==> config.mk <==
export PLATFORM = sky130hd
export DESIGN_NAME = picorv32_pcpi_div_param_flat
export DESIGN_NICKNAME = d
export VERILOG_FILES = /design/src/rtl/picorv32_pcpi_div_param_if.sv /design/src/rtl/picorv32_pcpi_div_param.sv /design/src/flat_wrapper.sv
export SDC_FILE = /design/constraint.sdc
export NUM_CORES = 1
export LEC_CHECK = 0
export CORE_MARGIN = 3
export CORE_UTILIZATION = 35
export DETAILED_ROUTE_END_ITERATION = 8
export HOLD_SLACK_MARGIN = 0.1
export PLACE_DENSITY = 0.63
export RECOVER_POWER = 25
export SLEW_MARGIN = 10
export SYNTH_ARGS = -nofsm -noshare
export SYNTH_HDL_FRONTEND = slang
export SYNTH_SLANG_ARGS = --single-unit
export TNS_END_PERCENT = 50
==> constraint.sdc <==
create_clock -name clk -period 5.6 [get_ports clk]
set_clock_uncertainty 0.1 [all_clocks]
set_input_delay 1.12 -clock clk [delete_from_list [all_inputs] [get_ports clk]]
set_output_delay 1.12 -clock clk [all_outputs]
set_load 0.01 [all_outputs]
==> src/rtl/picorv32_pcpi_div_param_if.sv <==
// PCPI bus bundle between the core (master) and a coprocessor (slave).
// XLEN must match the coprocessor's XLEN.
interface picorv32_pcpi_div_param_if #(
  parameter int XLEN = 32
);
  logic            pcpi_valid;
  logic [31:0]     pcpi_insn;
  logic [XLEN-1:0] pcpi_rs1;
  logic [XLEN-1:0] pcpi_rs2;
  logic            pcpi_wr;
  logic [XLEN-1:0] pcpi_rd;
  logic            pcpi_wait;
  logic            pcpi_ready;

  modport master (
    output pcpi_valid, pcpi_insn, pcpi_rs1, pcpi_rs2,
    input  pcpi_wr, pcpi_rd, pcpi_wait, pcpi_ready
  );

  modport slave (
    input  pcpi_valid, pcpi_insn, pcpi_rs1, pcpi_rs2,
    output pcpi_wr, pcpi_rd, pcpi_wait, pcpi_ready
  );
endinterface

==> src/rtl/picorv32_pcpi_div_param.sv <==
// RV M-extension divide/remainder coprocessor on PCPI: configurable width and radix,
// single-cycle divide-by-zero / overflow paths, one-entry operand/result cache.
module picorv32_pcpi_div_param #(
  parameter int XLEN         = 32,
  parameter int STEPS        = 1,
  parameter bit ENABLE_W     = 1'b0,
  parameter bit ENABLE_CACHE = 1'b1
) (
  input logic                        clk,
  input logic                        resetn,
  picorv32_pcpi_div_param_if.slave   pcpi
);
  localparam int ITERS = XLEN / STEPS;
  localparam int CW    = $clog2(ITERS);
  localparam logic [XLEN-1:0] MIN_VAL = {1'b1, {(XLEN-1){1'b0}}};

  typedef enum logic [1:0] {IDLE, RUN, DONE} state_t;
  state_t state, state_nx;

  function automatic logic [XLEN-1:0] sext32(input logic [XLEN-1:0] v);
    return XLEN'($signed(v[31:0]));
  endfunction

  function automatic logic [XLEN-1:0] fit_w(input logic w, input logic [XLEN-1:0] v);
    return w ? sext32(v) : v;
  endfunction

  // Decode
  logic [6:0] opcode;
  logic       w_in, signed_in, rem_in, match;
  logic       unused_insn;
  assign opcode      = pcpi.pcpi_insn[6:0];
  assign w_in        = ENABLE_W && (XLEN == 64) && (opcode == 7'b0111011);
  assign signed_in   = !pcpi.pcpi_insn[12];
  assign rem_in      = pcpi.pcpi_insn[13];
  assign match       = pcpi.pcpi_valid && !pcpi.pcpi_ready &&
                       (pcpi.pcpi_insn[31:25] == 7'b0000001) && pcpi.pcpi_insn[14] &&
                       ((opcode == 7'b0110011) || w_in);
  assign unused_insn = ^{pcpi.pcpi_insn[24:15], pcpi.pcpi_insn[11:7]};

  // Operands at operation width, extended to XLEN
  logic [XLEN-1:0] rs1_ext, rs2_ext, rs1_abs, rs2_abs;
  logic            rs1_neg, rs2_neg, rs2_zero, ovf;
  always_comb begin
    rs1_ext = pcpi.pcpi_rs1;
    rs2_ext = pcpi.pcpi_rs2;
    if (w_in) begin
      rs1_ext = signed_in ? sext32(pcpi.pcpi_rs1) : XLEN'(pcpi.pcpi_rs1[31:0]);
      rs2_ext = signed_in ? sext32(pcpi.pcpi_rs2) : XLEN'(pcpi.pcpi_rs2[31:0]);
    end
    rs1_neg  = signed_in && rs1_ext[XLEN-1];
    rs2_neg  = signed_in && rs2_ext[XLEN-1];
    rs1_abs  = rs1_neg ? -rs1_ext : rs1_ext;
    rs2_abs  = rs2_neg ? -rs2_ext : rs2_ext;
    rs2_zero = (rs2_ext == '0);
    ovf      = signed_in && (rs2_ext == '1) &&
               (w_in ? (pcpi.pcpi_rs1[31:0] == 32'h8000_0000) : (pcpi.pcpi_rs1 == MIN_VAL));
  end

  // Iteration state
  logic [XLEN-1:0] quo_q, div_q, key_rs1, key_rs2;
  logic [XLEN:0]   rem_q;
  logic [CW-1:0]   cnt;
  logic            q_neg, r_neg, op_rem, op_w, op_signed;

  // Cache
  logic            cache_valid, cache_signed, cache_w;
  logic [XLEN-1:0] cache_rs1, cache_rs2, cache_q, cache_r;
  logic            hit;
  assign hit = ENABLE_CACHE && cache_valid && (cache_rs1 == pcpi.pcpi_rs1) &&
               (cache_rs2 == pcpi.pcpi_rs2) && (cache_signed == signed_in) && (cache_w == w_in);

  // One cycle's worth of restoring steps, MSB first, plus sign/width correction
  logic [XLEN-1:0] quo_v, q_fix, r_fix, run_rd, fast_rd;
  logic [XLEN:0]   rem_v;
  always_comb begin
    // NOTE: blocking assignments chain the STEPS stages within one cycle; each stage
    // reads the value the previous iteration of the loop just produced.
    quo_v = quo_q;
    rem_v = rem_q;
    for (int i = 0; i < STEPS; i++) begin
      rem_v = {rem_v[XLEN-1:0], quo_v[XLEN-1]};
      quo_v = {quo_v[XLEN-2:0], 1'b0};
      if (rem_v >= {1'b0, div_q}) begin
        rem_v    = rem_v - {1'b0, div_q};
        quo_v[0] = 1'b1;
      end
    end
    q_fix  = fit_w(op_w, q_neg ? -quo_v : quo_v);
    r_fix  = fit_w(op_w, r_neg ? -rem_v[XLEN-1:0] : rem_v[XLEN-1:0]);
    run_rd = op_rem ? r_fix : q_fix;

    if (rs2_zero)  fast_rd = rem_in ? fit_w(w_in, rs1_ext) : '1;
    else if (ovf)  fast_rd = rem_in ? '0 : fit_w(w_in, rs1_ext);
    else           fast_rd = rem_in ? cache_r : cache_q;
  end

  // Next state and next registered outputs
  logic            ready_nx, wr_nx, wait_nx, load, step, cache_wr;
  logic [XLEN-1:0] rd_nx;
  always_comb begin
    // NOTE: every output of this block gets a default first so no path infers a latch.
    state_nx = state;
    ready_nx = 1'b0;
    wr_nx    = 1'b0;
    wait_nx  = 1'b0;
    rd_nx    = '0;
    load     = 1'b0;
    step     = 1'b0;
    cache_wr = 1'b0;
    unique case (state)
      IDLE: if (match) begin
        load = 1'b1;
        if (rs2_zero || ovf || hit) begin
          state_nx = DONE;
          ready_nx = 1'b1;
          wr_nx    = 1'b1;
          rd_nx    = fast_rd;
        end else begin
          state_nx = RUN;
          wait_nx  = 1'b1;
        end
      end
      RUN: begin
        if (!pcpi.pcpi_valid) begin
          state_nx = IDLE;
        end else begin
          step = 1'b1;
          if (cnt == '0) begin
            state_nx = DONE;
            ready_nx = 1'b1;
            wr_nx    = 1'b1;
            rd_nx    = run_rd;
            cache_wr = ENABLE_CACHE;
          end else begin
            wait_nx  = 1'b1;
          end
        end
      end
      DONE:    state_nx = IDLE;
      default: state_nx = IDLE;
    endcase
  end

  always_ff @(posedge clk or negedge resetn) begin
    if (!resetn) begin
      state           <= IDLE;
      pcpi.pcpi_ready <= 1'b0;
      pcpi.pcpi_wr    <= 1'b0;
      pcpi.pcpi_wait  <= 1'b0;
      pcpi.pcpi_rd    <= '0;
      cache_valid     <= 1'b0;
    end else begin
      state           <= state_nx;
      pcpi.pcpi_ready <= ready_nx;
      pcpi.pcpi_wr    <= wr_nx;
      pcpi.pcpi_wait  <= wait_nx;
      pcpi.pcpi_rd    <= rd_nx;
      if (cache_wr) cache_valid <= 1'b1;
    end
  end

  always_ff @(posedge clk or negedge resetn) begin
    if (!resetn) begin
      quo_q <= '0; rem_q <= '0; div_q <= '0; cnt <= '0;
      key_rs1 <= '0; key_rs2 <= '0;
      q_neg <= 1'b0; r_neg <= 1'b0; op_rem <= 1'b0; op_w <= 1'b0; op_signed <= 1'b0;
    end else if (load) begin
      quo_q     <= rs1_abs;
      rem_q     <= '0;
      div_q     <= rs2_abs;
      cnt       <= CW'(ITERS - 1);
      key_rs1   <= pcpi.pcpi_rs1;
      key_rs2   <= pcpi.pcpi_rs2;
      q_neg     <= (rs1_neg ^ rs2_neg) && !rs2_zero;
      r_neg     <= rs1_neg;
      op_rem    <= rem_in;
      op_w      <= w_in;
      op_signed <= signed_in;
    end else if (step) begin
      quo_q <= quo_v;
      rem_q <= rem_v;
      cnt   <= cnt - 1'b1;
    end
  end

  // NOTE: the cache payload has no reset; cache_valid alone decides whether it is used.
  always_ff @(posedge clk) begin
    if (cache_wr) begin
      cache_rs1    <= key_rs1;
      cache_rs2    <= key_rs2;
      cache_signed <= op_signed;
      cache_w      <= op_w;
      cache_q      <= q_fix;
      cache_r      <= r_fix;
    end
  end
endmodule

==> src/flat_wrapper.sv <==
// flat-port wrapper written by rule: the top's interface ports become plain ports
module picorv32_pcpi_div_param_flat 
#(
  parameter int XLEN         = 32,
  parameter int STEPS        = 1,
  parameter bit ENABLE_W     = 1'b0,
  parameter bit ENABLE_CACHE = 1'b1
)
  (clk, resetn, pcpi_pcpi_valid, pcpi_pcpi_insn, pcpi_pcpi_rs1, pcpi_pcpi_rs2, pcpi_pcpi_wr, pcpi_pcpi_rd, pcpi_pcpi_wait, pcpi_pcpi_ready);
  picorv32_pcpi_div_param_if #(.XLEN(XLEN)) pcpi_i ();
  input logic clk;
  input logic resetn;
  input wire logic [$bits(pcpi_i.pcpi_valid)-1:0] pcpi_pcpi_valid;
  input wire logic [$bits(pcpi_i.pcpi_insn)-1:0] pcpi_pcpi_insn;
  input wire logic [$bits(pcpi_i.pcpi_rs1)-1:0] pcpi_pcpi_rs1;
  input wire logic [$bits(pcpi_i.pcpi_rs2)-1:0] pcpi_pcpi_rs2;
  output wire logic [$bits(pcpi_i.pcpi_wr)-1:0] pcpi_pcpi_wr;
  output wire logic [$bits(pcpi_i.pcpi_rd)-1:0] pcpi_pcpi_rd;
  output wire logic [$bits(pcpi_i.pcpi_wait)-1:0] pcpi_pcpi_wait;
  output wire logic [$bits(pcpi_i.pcpi_ready)-1:0] pcpi_pcpi_ready;
  assign pcpi_i.pcpi_valid = pcpi_pcpi_valid;
  assign pcpi_i.pcpi_insn = pcpi_pcpi_insn;
  assign pcpi_i.pcpi_rs1 = pcpi_pcpi_rs1;
  assign pcpi_i.pcpi_rs2 = pcpi_pcpi_rs2;
  assign pcpi_pcpi_wr = pcpi_i.pcpi_wr;
  assign pcpi_pcpi_rd = pcpi_i.pcpi_rd;
  assign pcpi_pcpi_wait = pcpi_i.pcpi_wait;
  assign pcpi_pcpi_ready = pcpi_i.pcpi_ready;
  picorv32_pcpi_div_param #(.XLEN(XLEN), .STEPS(STEPS), .ENABLE_W(ENABLE_W), .ENABLE_CACHE(ENABLE_CACHE)) u_core (.clk(clk), .resetn(resetn), .pcpi(pcpi_i));
endmodule
Word level (Yosys, flattened, before mapping)
Cells that the tools add are included.

Bits in registers: 335. Input port bits: 99. Output and inout bits: 35. Word-level logic and storage cells: 103.

$add $sub $neg: 6. Magnitude comparators: 1. Eq/ne operators: 10. Muxes and demuxes: 43. Bitwise logic cells: 1. Reduce and logical (&&, ||, !) cells: 22.

Operators with widths (count): 2-to-1 mux 32 bit (19); negation 32 bit (4); equality test 32 bit (2); equality test 32 bit (second input constant) (2); case mux 32 bit (2 select lines) (1); greater-or-equal comparator 33 x 32 -> 1 bit (1); zero test 32 bit (1); subtractor 32 bit (1); 2-to-1 mux 1 bit (14); logical AND 1 bit (12); 2-to-1 mux 5 bit (2); 2-to-1 mux 2 bit (4); equality test 7 x 1 -> 1 bit (second input constant) (1); equality test 7 x 6 -> 1 bit (second input constant) (1); zero test 5 bit (1); subtractor 5 x 1 -> 5 bit (second input constant) (1); case mux 1 bit (2 select lines) (2); case mux 2 bit (2 select lines) (1); zero test 1 bit (3); != test 3 x 2 -> 1 bit (second input constant) (1); equality test 2 x 1 -> 1 bit (second input constant) (1); zero test 2 bit (1); logical OR 1 bit (2); != test 2 x 1 -> 1 bit (second input constant) (1); other kinds (4) (4).

Logic depth before layout (Yosys ltp)
Word-level depth: 8. Gate-level depth with buffers: 24. Depth with buffers taken out: 19.

Least setup slack after synthesis
No wires, ideal clock.

Kind: input port to flip-flop. Start point: input port pcpi_pcpi_valid. End point: register u_core.pcpi.pcpi_rd[30]. Library setup time: 0.067 ns. Arrival time: 5.048 ns. Data required time: 5.433 ns. Path slack: 0.386 ns. Stages: 10. Path buffers: 2. Cells stage by stage: nor2b_1 > and2_1 > clkbuf_1 > nand2_1 > clkbuf_1 > inv_1 > nand2_1 > nor2_1 > mux2i_1 > nand2_1.

Word-level cells in the longest chain between the ends: 6. Elaborated cells on any way between the ends: 7. Classes of those cells: mux (3); reduce/logical (4).

RTL lines: start: declaration (line flat_wrapper.sv:13) `input wire logic [$bits(pcpi_i.pcpi_valid)-1:0] pcpi_pcpi_valid;`; logical AND 1 bit (2 in series) (line picorv32_pcpi_div_param.sv:36) `assign match = pcpi.pcpi_valid && !pcpi.pcpi_ready &&`; logical AND 1 bit (2 in series) (line picorv32_pcpi_div_param.sv:37) `(pcpi.pcpi_insn[31:25] == 7'b0000001) && pcpi.pcpi_insn[14] &&`; 2-to-1 mux 32 bit (line picorv32_pcpi_div_param.sv:112) `IDLE: if (match) begin`; case mux 32 bit (2 select lines) * (line picorv32_pcpi_div_param.sv:111) `unique case (state)`; named net u_core.rd_nx[30] (line picorv32_pcpi_div_param.sv:100) `logic [XLEN-1:0] rd_nx;`; end signal: assignment (line picorv32_pcpi_div_param.sv:158) `pcpi.pcpi_rd <= rd_nx;`; end: declaration (line picorv32_pcpi_div_param_if.sv:22) `output pcpi_wr, pcpi_rd, pcpi_wait, pcpi_ready`.

Mark *: on every way through the listed nets, which the timed path passes. The rest lies on a longest branch. A chain may end at the register's enable or synchronous reset.

Final worst setup path
Start point: register u_core.rem_q[6]. End point: register u_core.pcpi.pcpi_rd[30].

Word-level cells in the longest chain between the ends: 8. Elaborated cells on any way between the ends: 12. Classes of those cells: add/sub (3); order compare (1); mux (8).

RTL lines: start: declaration (line picorv32_pcpi_div_param.sv:62) `logic [XLEN:0] rem_q;`; start signal: assignment (line picorv32_pcpi_div_param.sv:182) `rem_q <= rem_v;`; subtractor 32 bit / greater-or-equal comparator 33 x 32 -> 1 bit (equally long branches) (line picorv32_pcpi_div_param.sv:85, picorv32_pcpi_div_param.sv:84); 2-to-1 mux 32 bit / 2-to-1 mux 1 bit (equally long branches) (line picorv32_pcpi_div_param.sv:84) `if (rem_v >= {1'b0, div_q}) begin`; negation 32 bit (on tied branches) (line picorv32_pcpi_div_param.sv:90, picorv32_pcpi_div_param.sv:89); 2-to-1 mux 32 bit (on tied branches) (line picorv32_pcpi_div_param.sv:90, picorv32_pcpi_div_param.sv:89); 2-to-1 mux 32 bit * (line picorv32_pcpi_div_param.sv:91) `run_rd = op_rem ? r_fix : q_fix;`; 2-to-1 mux 32 bit * (line picorv32_pcpi_div_param.sv:129) `if (cnt == '0) begin`; 2-to-1 mux 32 bit * (line picorv32_pcpi_div_param.sv:125) `if (!pcpi.pcpi_valid) begin`; case mux 32 bit (2 select lines) * (line picorv32_pcpi_div_param.sv:111); named net u_core.rd_nx[30] (line picorv32_pcpi_div_param.sv:100).

Marked as above.

==> metrics.txt <==
xor-xnor portion of the synthesized cell area 8.197%; failing checks capacitance limit, slew limit; adder-cell share of the synthesized area under 10%; total wire length 64.55 mm; Synth area leader dfrtp_1; compound-gate portion of the synthesized area between 10% and 20%; total internal power 4.277 mW; Final min period between 5000 and 6000 ps; GR Overflow Total 0; r2r startpoint u_core.rem_q[6]; number of global-route vias before repair 15,919; DRT iter0 DRCs 1,619; GRT Resource Usage Total roughly 21%; Max clock buf depth 3; Setup crit end kind register; gp weighted congestion 0.8905; Fillers 5,470; I/O Pins 134; sequential area share after synthesis a little under half; Tot Pwr 5.537 mW; switching power 1.260 mW; critical hold path startpoint u_core.key_rs1[7]; highest clock rate between 150 and 200 MHz; share of layout cells above drive strength 1 7.014%; most frequent cells after synthesis nand2_1, dfrtp_1, o21ai_0, nor2_1, edfxtp_1; setup repair after global routing missed its margin false; Mapped Cells 2,175; Register Area 0.009004 mm2; hold buffers post-CTS 0; post-placement cell area 0.02163 mm2; Worst Hold Class register to register; sinks on the clock net 334; Sequential Power Share between 40% and 50%; Final Hold Viols 0; CP Class register to register; WHS around 340 ps; Reg clk slew, reported paths 60 ps; clock root buffer clkbuf_16; DR vias 16,814; Synth warnings 0; pin count of the biggest net entering global routing 165; Max-cap violations 2; CTS tree done; mux contribution to synthesized area 2.635%; IO Port Bufs 118; Slew Limit Fails 166; # DRC 0; most frequent cell after synthesis nand2_1; main area contributors after synthesis dfrtp_1, edfxtp_1, nand2_1; final instance area ~0.023 mm2; first-pass GRT wire length 98.34 mm; main flop type after synthesis dfrtp_1; Syn Area/Cell ~9 um2; syn nets 2,313; clk_lat worst skew 570 ps; wire per inst 21.40 um; Crit Path Max Fanout 14; Tcrit/Tclk final 92.33%; initial antenna violation count 1; Placement Rows 86; area grow syn2layout 16.71%; Post-synth ARST share 61.38%; Via density 5.575; Post-Syn Area 0.01966 mm2; post-place setup slack ~390 ps; largest family of logic cells by synthesized area simple AND/OR/NAND/NOR gates; Post-synth EDFFs 129; post-synthesis register bit count approximately 330; CTS buffer count 38; Unique masters post-synth slightly above 90; clock share of power between 40% and 50%; status complete, but fails checks; Critical Path Start u_core.rem_q[6]; top-area cell type share of the netlist area 26.09%; Data required, critical path 5900 ps; die height approximately 240 um; CP Launch Type register; nets 2,375; leakage power 9.749 nW; sw frac 22.76%; Die X 243.0 um; final setup violation count 0; Worst Path Arrival 5470 ps; VDD IR-drop max 0.0001821 V; H-Tree Depth 2; total die area just under 0.06 mm2; Post-DRT Antenna Nets 0; footprint of the multi-input gates 0.009864 mm2; 1st-pass router iterations 5; Final Worst Setup Slack ~430 ps; Initial Util 35.55%; core area 0.05531 mm2; post-DP HPWL 47.75 mm; worst-margin pin slew around 2300 ps; final setup TNS 0 ps; Finished Layout Cells 3,016; power density over the cells between 200 and 250 mW/mm2; fin util 41.49%; worst relative slew slack -56.24%; simple-gate share of the synthesized area 20.77%; Placed Cells between 2,000 and 3,000; combinational power share 5.8%
## cells by family after synthesis
kind of cell,count (synthesis)
muxes,51
buffers and inverters,209
xor gates and xnor gates,184
and+or+nand+nor,874
AOI/OAI and AO/OA,484
adders and majority gates,39
DFF,334
## area by class of cell
type                            count  share of cell area (%)
Antenna cell                        1                 0.01091
Clock buffer                       50                   4.471
Clock inverter                     20                   1.314
Inverter                           62                   1.025
Multi-Input combinational cell   1632                   42.99
Sequential cell                   334                   39.24
Tap cell                          748                   4.079
Timing Repair Buffer              169                   6.871
## worst paths after layout
check / slack (ps) / end / cells after the start
setup / recovery: 430 / u_core.pcpi.pcpi_rd[30] / 18
hold / removal: 340 / u_core.cache_rs1[7] / 0
setup reg to reg: 430 / u_core.pcpi.pcpi_rd[30] / 18
hold reg to reg: 340 / u_core.cache_rs1[7] / 0
max in group asynchronous: 1180 / u_core.div_q[25] / 2
min in group asynchronous: 1110 / u_core.pcpi.pcpi_rd[22] / 1
## metal layers
metal	up-vias	wire, um	GRT usage, %
met5	-	0	0
met4	0	1685	5.835
met3	83	3802	3.060
met2	605	30470	35.12
met1	8258	28590	29.74
li1	7868	-	-
## cell usage in the layout, fill, tap and decap left out, types with 26 or more instances in the layout
cell             Yosys  final
nand2_1            430    429
dfrtp_1            205    205
o21ai_0            172    172
nor2_1             130    130
edfxtp_1           129    129
clkdlybuf4s50_1      0    116
xnor2_1            112    112
a21oi_1             81     81
nand3_1             77     77
xor2_1              72     72
inv_1               59     58
buf_4                4     48
mux2i_1             45     45
ha_1                38     38
clkbuf_16            0     38
nand4_1             34     34
nor3_1              32     32
a31oi_1             31     31
o31ai_1             30     30
nor4_1              29     26
## power groups by stage
stage	Sequential (mW)	Combinational [mW]	Clock, mW
4_1_cts	2.53	0.323	2.73
2_1_floorplan	2.58	0.137	0
5_1_grt	2.53	0.347	2.84
6_report	2.53	0.319	2.69
3_5_place_dp	2.58	0.322	0
3_3_place_gp	2.58	0.318	0
## worst max-delay path, cell delays in order (launching register included)
cell,delay (ps)
dfrtp_1,460
ha_1,430
and3_1,240
and4_1,220
and4_1,230
a211oi_2,530
nand2_4,90
buf_4,230
o21ai_0,250
ha_1,280
nand3_1,170
nor3_1,240
nand3_1,140
o41ai_2,120
and3_1,310
nand3_1,140
o31ai_1,440
mux2i_1,240
nand2_1,150
## state kept, by name (all words and copies together) (netlist names), 2 cells and up
| name | cells |
|---|---|
| u_core.cache_q | 32 |
| u_core.cache_r | 32 |
| u_core.cache_rs1 | 32 |
| u_core.cache_rs2 | 32 |
| u_core.key_rs1 | 32 |
| u_core.key_rs2 | 32 |
| u_core.pcpi.pcpi_rd | 32 |
| u_core.quo_q | 32 |
| u_core.rem_q | 32 |
| u_core.div_q | 31 |
| u_core.cnt | 5 |
| u_core.state | 2 |
## timing repair
action,CTS,global route
buffers inserted,0,0
gates resized for setup,0,2
setup endpoints to repair,0,1
No activity file was read; power rests on OpenSTA's default activity.
